===== src/rtl/uart_byte_link.sv =====
// uart_byte_link: 8N1 UART byte transport with receive FIFO and trig/done handshakes
// Ports: in_clk, in_rst_n (async active-low) | uart_rx (async serial in), uart_tx (serial out, idle high)
//        data_rx/rx_done (delivered byte + 1-cycle pulse), rx_trig (request next byte)
//        data_tx/tx_trig (byte + start pulse), tx_done (frame sent pulse)
//        rx_overrun (sticky drop flag), rx_frame_err (bad stop/parity pulse)
// Optional: define UART_LINK_PARITY_EN for 8E1 framing.
module uart_byte_link #(
  parameter int CLK_FREQ_HZ = 50000000,
  parameter int BAUD = 115200,
  parameter int RX_FIFO_DEPTH = 4
) (
  input  logic       in_clk,
  input  logic       in_rst_n,
  input  logic       uart_rx,
  output logic       uart_tx,
  output logic [7:0] data_rx,
  output logic       rx_done,
  input  logic       rx_trig,
  input  logic [7:0] data_tx,
  input  logic       tx_trig,
  output logic       tx_done,
  output logic       rx_overrun,
  output logic       rx_frame_err
);
  localparam int DIV_RAW = (CLK_FREQ_HZ + BAUD / 2) / BAUD;
  localparam int DIV = DIV_RAW < 4 ? 4 : DIV_RAW;
  localparam int CW = $clog2(DIV);
  localparam int AW = $clog2(RX_FIFO_DEPTH);
  localparam logic [CW-1:0] LAST = CW'(DIV - 1);
  localparam logic [CW-1:0] HALF = CW'(DIV / 2 - 1);
  typedef enum logic [2:0] {R_IDLE, R_START, R_DATA, R_PAR, R_STOP} rx_state_t;
  typedef enum logic [2:0] {T_IDLE, T_START, T_DATA, T_PAR, T_STOP} tx_state_t;
  logic rx_s1, rx_s2, rx_s3;
  rx_state_t r_st, r_nxt;
  logic [CW-1:0] r_cnt;
  logic [2:0] r_bit;
  logic [7:0] r_sh;
  logic r_tick, fall, push, ferr, perr;
  logic [7:0] mem [RX_FIFO_DEPTH];
  logic [AW-1:0] wr_ptr, rd_ptr;
  logic [AW:0] count;
  logic armed, full, deliver, push_ok;
  tx_state_t t_st, t_nxt;
  logic [CW-1:0] t_cnt;
  logic [2:0] t_bit;
  logic [7:0] t_sh;
  logic t_tick;
  assign fall = rx_s3 & ~rx_s2;
  // start bit is re-checked at its midpoint; every later bit is sampled a full period on
  assign r_tick = r_cnt == (r_st == R_START ? HALF : LAST);
`ifdef UART_LINK_PARITY_EN
  logic r_perr, t_par;
  assign perr = r_perr;
  always_ff @(posedge in_clk or negedge in_rst_n)
    if (!in_rst_n) begin
      r_perr <= 1'b0;
      t_par <= 1'b0;
    end else begin
      if (r_st == R_IDLE) r_perr <= 1'b0;
      else if (r_st == R_PAR && r_tick) r_perr <= rx_s2 ^ (^r_sh);
      if (t_st == T_IDLE && tx_trig) t_par <= ^data_tx;
    end
  assign uart_tx = t_st == T_START ? 1'b0 : t_st == T_DATA ? t_sh[0] : t_st == T_PAR ? t_par : 1'b1;
`else
  assign perr = 1'b0;
  assign uart_tx = t_st == T_START ? 1'b0 : t_st == T_DATA ? t_sh[0] : 1'b1;
`endif
  always_comb begin
    r_nxt = r_st;
    push = 1'b0;
    ferr = 1'b0;
    case (r_st)
      R_IDLE: r_nxt = fall ? R_START : R_IDLE;
      R_START: if (r_tick) r_nxt = rx_s2 ? R_IDLE : R_DATA;
`ifdef UART_LINK_PARITY_EN
      R_DATA: if (r_tick && r_bit == 3'd7) r_nxt = R_PAR;
      R_PAR: if (r_tick) r_nxt = R_STOP;
`else
      R_DATA: if (r_tick && r_bit == 3'd7) r_nxt = R_STOP;
`endif
      R_STOP: if (r_tick) begin
        r_nxt = R_IDLE;
        push = rx_s2 & ~perr;
        ferr = ~rx_s2 | perr;
      end
      default: r_nxt = R_IDLE;
    endcase
  end
  always_ff @(posedge in_clk or negedge in_rst_n)
    if (!in_rst_n) begin
      {rx_s3, rx_s2, rx_s1} <= 3'b111;
      r_st <= R_IDLE;
      r_cnt <= '0;
      r_bit <= '0;
      r_sh <= '0;
      rx_frame_err <= 1'b0;
    end else begin
      {rx_s3, rx_s2, rx_s1} <= {rx_s2, rx_s1, uart_rx};
      r_st <= r_nxt;
      r_cnt <= (r_nxt != r_st || r_tick || r_st == R_IDLE) ? '0 : r_cnt + CW'(1);
      if (r_st == R_IDLE) r_bit <= '0;
      else if (r_st == R_DATA && r_tick) r_bit <= r_bit + 3'd1;
      if (r_st == R_DATA && r_tick) r_sh <= {rx_s2, r_sh[7:1]};
      rx_frame_err <= ferr;
    end
  assign full = count == (AW + 1)'(RX_FIFO_DEPTH);
  assign deliver = armed && count != '0;
  // a pop in the same cycle frees the slot a push into a full FIFO needs
  assign push_ok = push && (!full || deliver);
  always_ff @(posedge in_clk)
    if (push_ok) mem[wr_ptr] <= r_sh;
  always_ff @(posedge in_clk or negedge in_rst_n)
    if (!in_rst_n) begin
      wr_ptr <= '0;
      rd_ptr <= '0;
      count <= '0;
      armed <= 1'b1;
      data_rx <= '0;
      rx_done <= 1'b0;
      rx_overrun <= 1'b0;
    end else begin
      if (push_ok) wr_ptr <= wr_ptr + AW'(1);
      if (deliver) begin
        rd_ptr <= rd_ptr + AW'(1);
        data_rx <= mem[rd_ptr];
      end
      count <= count + {{AW{1'b0}}, push_ok} - {{AW{1'b0}}, deliver};
      // delivery consumes the old armed value; a same-cycle rx_trig re-arms for the next byte
      armed <= deliver ? rx_trig : armed | rx_trig;
      rx_done <= deliver;
      rx_overrun <= rx_overrun | (push & ~push_ok);
    end
  assign t_tick = t_cnt == LAST;
  always_comb begin
    t_nxt = t_st;
    case (t_st)
      T_IDLE: t_nxt = tx_trig ? T_START : T_IDLE;
      T_START: if (t_tick) t_nxt = T_DATA;
`ifdef UART_LINK_PARITY_EN
      T_DATA: if (t_tick && t_bit == 3'd7) t_nxt = T_PAR;
      T_PAR: if (t_tick) t_nxt = T_STOP;
`else
      T_DATA: if (t_tick && t_bit == 3'd7) t_nxt = T_STOP;
`endif
      T_STOP: if (t_tick) t_nxt = T_IDLE;
      default: t_nxt = T_IDLE;
    endcase
  end
  always_ff @(posedge in_clk or negedge in_rst_n)
    if (!in_rst_n) begin
      t_st <= T_IDLE;
      t_cnt <= '0;
      t_bit <= '0;
      t_sh <= '0;
      tx_done <= 1'b0;
    end else begin
      t_st <= t_nxt;
      t_cnt <= (t_nxt != t_st || t_tick || t_st == T_IDLE) ? '0 : t_cnt + CW'(1);
      if (t_st == T_IDLE) t_bit <= '0;
      else if (t_st == T_DATA && t_tick) t_bit <= t_bit + 3'd1;
      if (t_st == T_IDLE && tx_trig) t_sh <= data_tx;
      else if (t_st == T_DATA && t_tick) t_sh <= t_sh >> 1;
      tx_done <= t_st == T_STOP && t_tick;
    end
endmodule

===== config.mk =====
export PLATFORM = sky130hd
export DESIGN_NAME = uart_byte_link
export DESIGN_NICKNAME = d
export VERILOG_FILES = /design/src/rtl/uart_byte_link.sv
export SDC_FILE = /design/constraint.sdc
export NUM_CORES = 1
export LEC_CHECK = 0
export BUFFER_PORTS_ARGS = -buffer_cell sky130_fd_sc_hd__buf_2
export CORE_MARGIN = 2
export CORE_UTILIZATION = 35
export CTS_BUF_LIST = sky130_fd_sc_hd__clkbuf_8
export DETAILED_ROUTE_END_ITERATION = 12
export PLACE_DENSITY = 0.47
export SLEW_MARGIN = 20
export SYNTH_ARGS = -nofsm -noshare
export SYNTH_HDL_FRONTEND = slang
export SYNTH_SLANG_ARGS = --single-unit

===== constraint.sdc =====
create_clock -name in_clk -period 6.25 [get_ports in_clk]
set_input_delay 0.625 -clock in_clk [delete_from_list [all_inputs] [get_ports in_clk]]
set_output_delay 0.625 -clock in_clk [all_outputs]
set_load 0.02 [all_outputs]

==> results.sh <==
export IMPL_status="completed"
export IMPL_gp_congestion=0.749
export IMPL_drtAntennaViolNets=0
export IMPL_synthDistinctLibCells=48
export IMPL_fin_total_pwr_mw=1.28
export IMPL_io_pin_count=26
export IMPL_hold_viol=0
export IMPL_coreArea_sq_um=12100
export IMPL_finalCritPeriodShare_pct=46.7
export IMPL_drt_iter0_drc=139
export IMPL_wl_um=7190
export IMPL_synthCells=316
export IMPL_clk_insertion_delay_late_ns=0.36
export IMPL_cts_inserted_buffers=9
export IMPL_crit_chain="and4bb_2, nand3_1, nor3_1, inv_1, ha_1, inv_1, ha_1, fa_1, xnor2_1, xnor2_1"
export IMPL_hpwl_um=4660
export IMPL_ys_async_sr_fraction_pct=68.3
export IMPL_syn_num_nets=343
export IMPL_grt_overflow_total=0
export IMPL_row_count=40
export IMPL_setup_violations=0
export IMPL_grt_max_degree=70
export IMPL_slew_headroom_pct=40.7
export IMPL_yosysTopAreaCell="dfrtp_1"
export IMPL_grt_pass1_wl_um=12300
export IMPL_p_per_area_nw_per_um2=267
export IMPL_critPathBufInv=2
export IMPL_path_delay_family="simple AND/OR/NAND/NOR gates"
export IMPL_grt_util_met1_pct=15.7
export IMPL_drt_pass1_iter_count=4
export IMPL_post_cts_buffers=0
export IMPL_finClkSkew_ns=0.0118
export IMPL_dieHeight_um=115
export IMPL_required_ns=6.54
export IMPL_cts_resized=0
export IMPL_ys_ff_latch=101
export IMPL_yosysMostFrequentCell="dfrtp_1"
export IMPL_synthAdderAreaFrac_pct=4.22
export IMPL_design_area_sq_um=4810
export IMPL_port_buffers=25
export IMPL_use_met3_pct=2.06
export IMPL_path_max_fanout=7
export IMPL_antenna_found_initial=0
export IMPL_maxCapViolations=0
export IMPL_clk_pin_slew_worst_paths_ns=0.09
export IMPL_synthFlopType="dfrtp_1"
export IMPL_synthTopCellsByCount="dfrtp_1, edfxtp_1, nor2_1"
export IMPL_yosysWarnings=0
export IMPL_syn_area_sq_um=4330
export IMPL_tritoncts="built"
export IMPL_timing_fmax_mhz=343
export IMPL_num_vias=2408
export IMPL_synth_area_mux_share_pct=11.4
export IMPL_htreeDepth=3
export IMPL_synth_top_area_share_pct=37.6
export IMPL_synth_compound_area_share_pct=3.38
export IMPL_whs_endpoint="rx_s2"
export IMPL_drive_gt1_share_pct=21.5
export IMPL_pre_cts_slack_ns=3.32
export IMPL_die_w_um=115
export IMPL_synth_top_family_by_area="simple AND/OR/NAND/NOR gates"
export IMPL_p_leak_nw=2.02
export IMPL_drc=0
export IMPL_placed_cell_area_sq_um=4630
export IMPL_worstReg2RegEnd="count[2]"
export IMPL_drv_slew=0
export IMPL_ys_seq_area_share_pct=62.2
export IMPL_grt_util_all_layers_pct=12.1
export IMPL_startpoint_type="register"
export IMPL_tightest_slew_ns=0.890
export IMPL_clock_root_buffer="clkbuf_8"
export IMPL_nNetsFinal=371
export IMPL_met2_usage_pct=19.5
export IMPL_yosys_area_share_simple_pct=12.6
export IMPL_worst_ir_drop_vdd_mv=0.122
export IMPL_syn_to_final_growth_pct=11.0
export IMPL_wl_per_cell_um=13.9
export IMPL_synth_edf_count=32
export IMPL_utilization_pct=39.9
export IMPL_rsz0062_at_grt="no"
export IMPL_busiest_layer="met2"
export IMPL_fin_tns_setup_ns=0
export IMPL_reg2reg_slack_ns=3.33
export IMPL_fin_ws_ns=3.33
export IMPL_num_antenna_cells=0
export IMPL_grt_pass1_vias=2450
export IMPL_ys_top_cells_by_area="dfrtp_1, edfxtp_1, mux2_2, mux4_2, ha_1"
export IMPL_reg2reg_from="r_cnt[2]"
export IMPL_synth_xor_area_share_pct=4.25
export IMPL_critPathMaxStageDelay_ns=0.60
export IMPL_min_period_ns=2.92
export IMPL_clock_sinks=101
export IMPL_dieArea_sq_um=13300
export IMPL_min_from="rx_s1"
export IMPL_clockBufferDepth=2
export IMPL_slowest_stage="nor3_1"
export IMPL_crit_type="reg2reg"
export IMPL_cts_hold_buffers_added=0
export IMPL_avgViaCountPerCell=4.66
export IMPL_worst_r2r_cell_count=10
export IMPL_hold_path_class="reg2reg"
export IMPL_start_util_pct=35.9
export IMPL_cp_end_kind="register"
export IMPL_arrival_ns=3.21
export IMPL_avgSynthCellArea_sq_um=13.7
export IMPL_whs_path_depth=0
-- power by group --
group / total (mW) / internal, mW / switching (mW)
Clock: 0.389 / 0.178 / 0.211
Sequential: 0.785 / 0.728 / 0.0571
Combinational: 0.110 / 0.0546 / 0.0553
Total: 1.28 / 0.960 / 0.324
-- logic make-up (layout without fill, tap and decap cells) --
group,after synthesis,count (layout)
DFF,101,101
and+or+nand+nor,100,100
muxes,37,37
AOI/OAI and AO/OA,23,23
xor gates and xnor gates,21,21
buffers and inverters,20,53
adders and majority gates,14,14
-- area by class of cell --
type	instances	area, sq um
fillers	1138	7250
flip-flops and latches	101	2690
multi-input cells	195	1550
well taps	168	210
repair buffers	26	135
clock buffers	9	124
clock inverters	7	53.8
inverters	11	41.3
-- how the worst max path moves through the flow --
stage	startpoint	end	slack, ns	depth (start not counted)
after floorplan	r_cnt[2]	count[2]	3.58	10
after CTS	r_cnt[2]	count[2]	3.31	10
after detailed placement	r_cnt[2]	count[2]	3.32	10
final	r_cnt[2]	count[2]	3.33	10
after global placement	r_cnt[2]	count[2]	3.36	10
after global routing	r_cnt[1]	count[2]	2.93	10
-- per-layer routing --
| layer | share of wire (%) | wire, um |
|---|---|---|
| met3 | 1.8 | 126 |
| met1 | 48 | 3460 |
| met4 | 2.4 | 173 |
| met5 | 0 | 0 |
| met2 | 48 | 3430 |
-- state kept, by name, summed over array words and instances, names as in the netlist, 2 cells and up --
signal and count:
mem 32, count 3, t_sh 8, r_bit 3, r_cnt 9, data_rx 8
r_sh 8, t_bit 3, t_st 3, t_cnt 9, rd_ptr 2, wr_ptr 2
r_st 3
-- per-stage QoR --
stage	std cells	hold slack [ns]
after CTS	517	0.344
after floorplan	316	0.329
after detailed placement	501	0.350
after global placement	501	0.350
final	517	0.361
after global routing	517	0.342
-- worst register-to-register path, delay by kind of cell (launching register included) --
| family | cells | cell delay [ns] |
|---|---|---|
| simple gates | 3 | 1.13 |
| fa+ha+maj | 3 | 0.85 |
| flops | 1 | 0.44 |
| xor+xnor | 2 | 0.30 |
| buf+inv | 2 | 0.14 |
-- cell usage in the layout (no fill, tap or decap), types with 9 or more instances in the layout --
| cell | count |
|---|---|
| inv_1 | 14 |
| mux2_2 | 18 |
| o21ai_0 | 12 |
| xnor2_1 | 12 |
| buf_2 | 24 |
| clkbuf_8 | 9 |
| xor2_1 | 9 |
| nand2_1 | 15 |
| edfxtp_1 | 32 |
| mux2i_1 | 11 |
| ha_1 | 13 |
| nor2_1 | 29 |
| dfrtp_1 | 65 |
No activity file was read; power rests on OpenSTA's default activity.
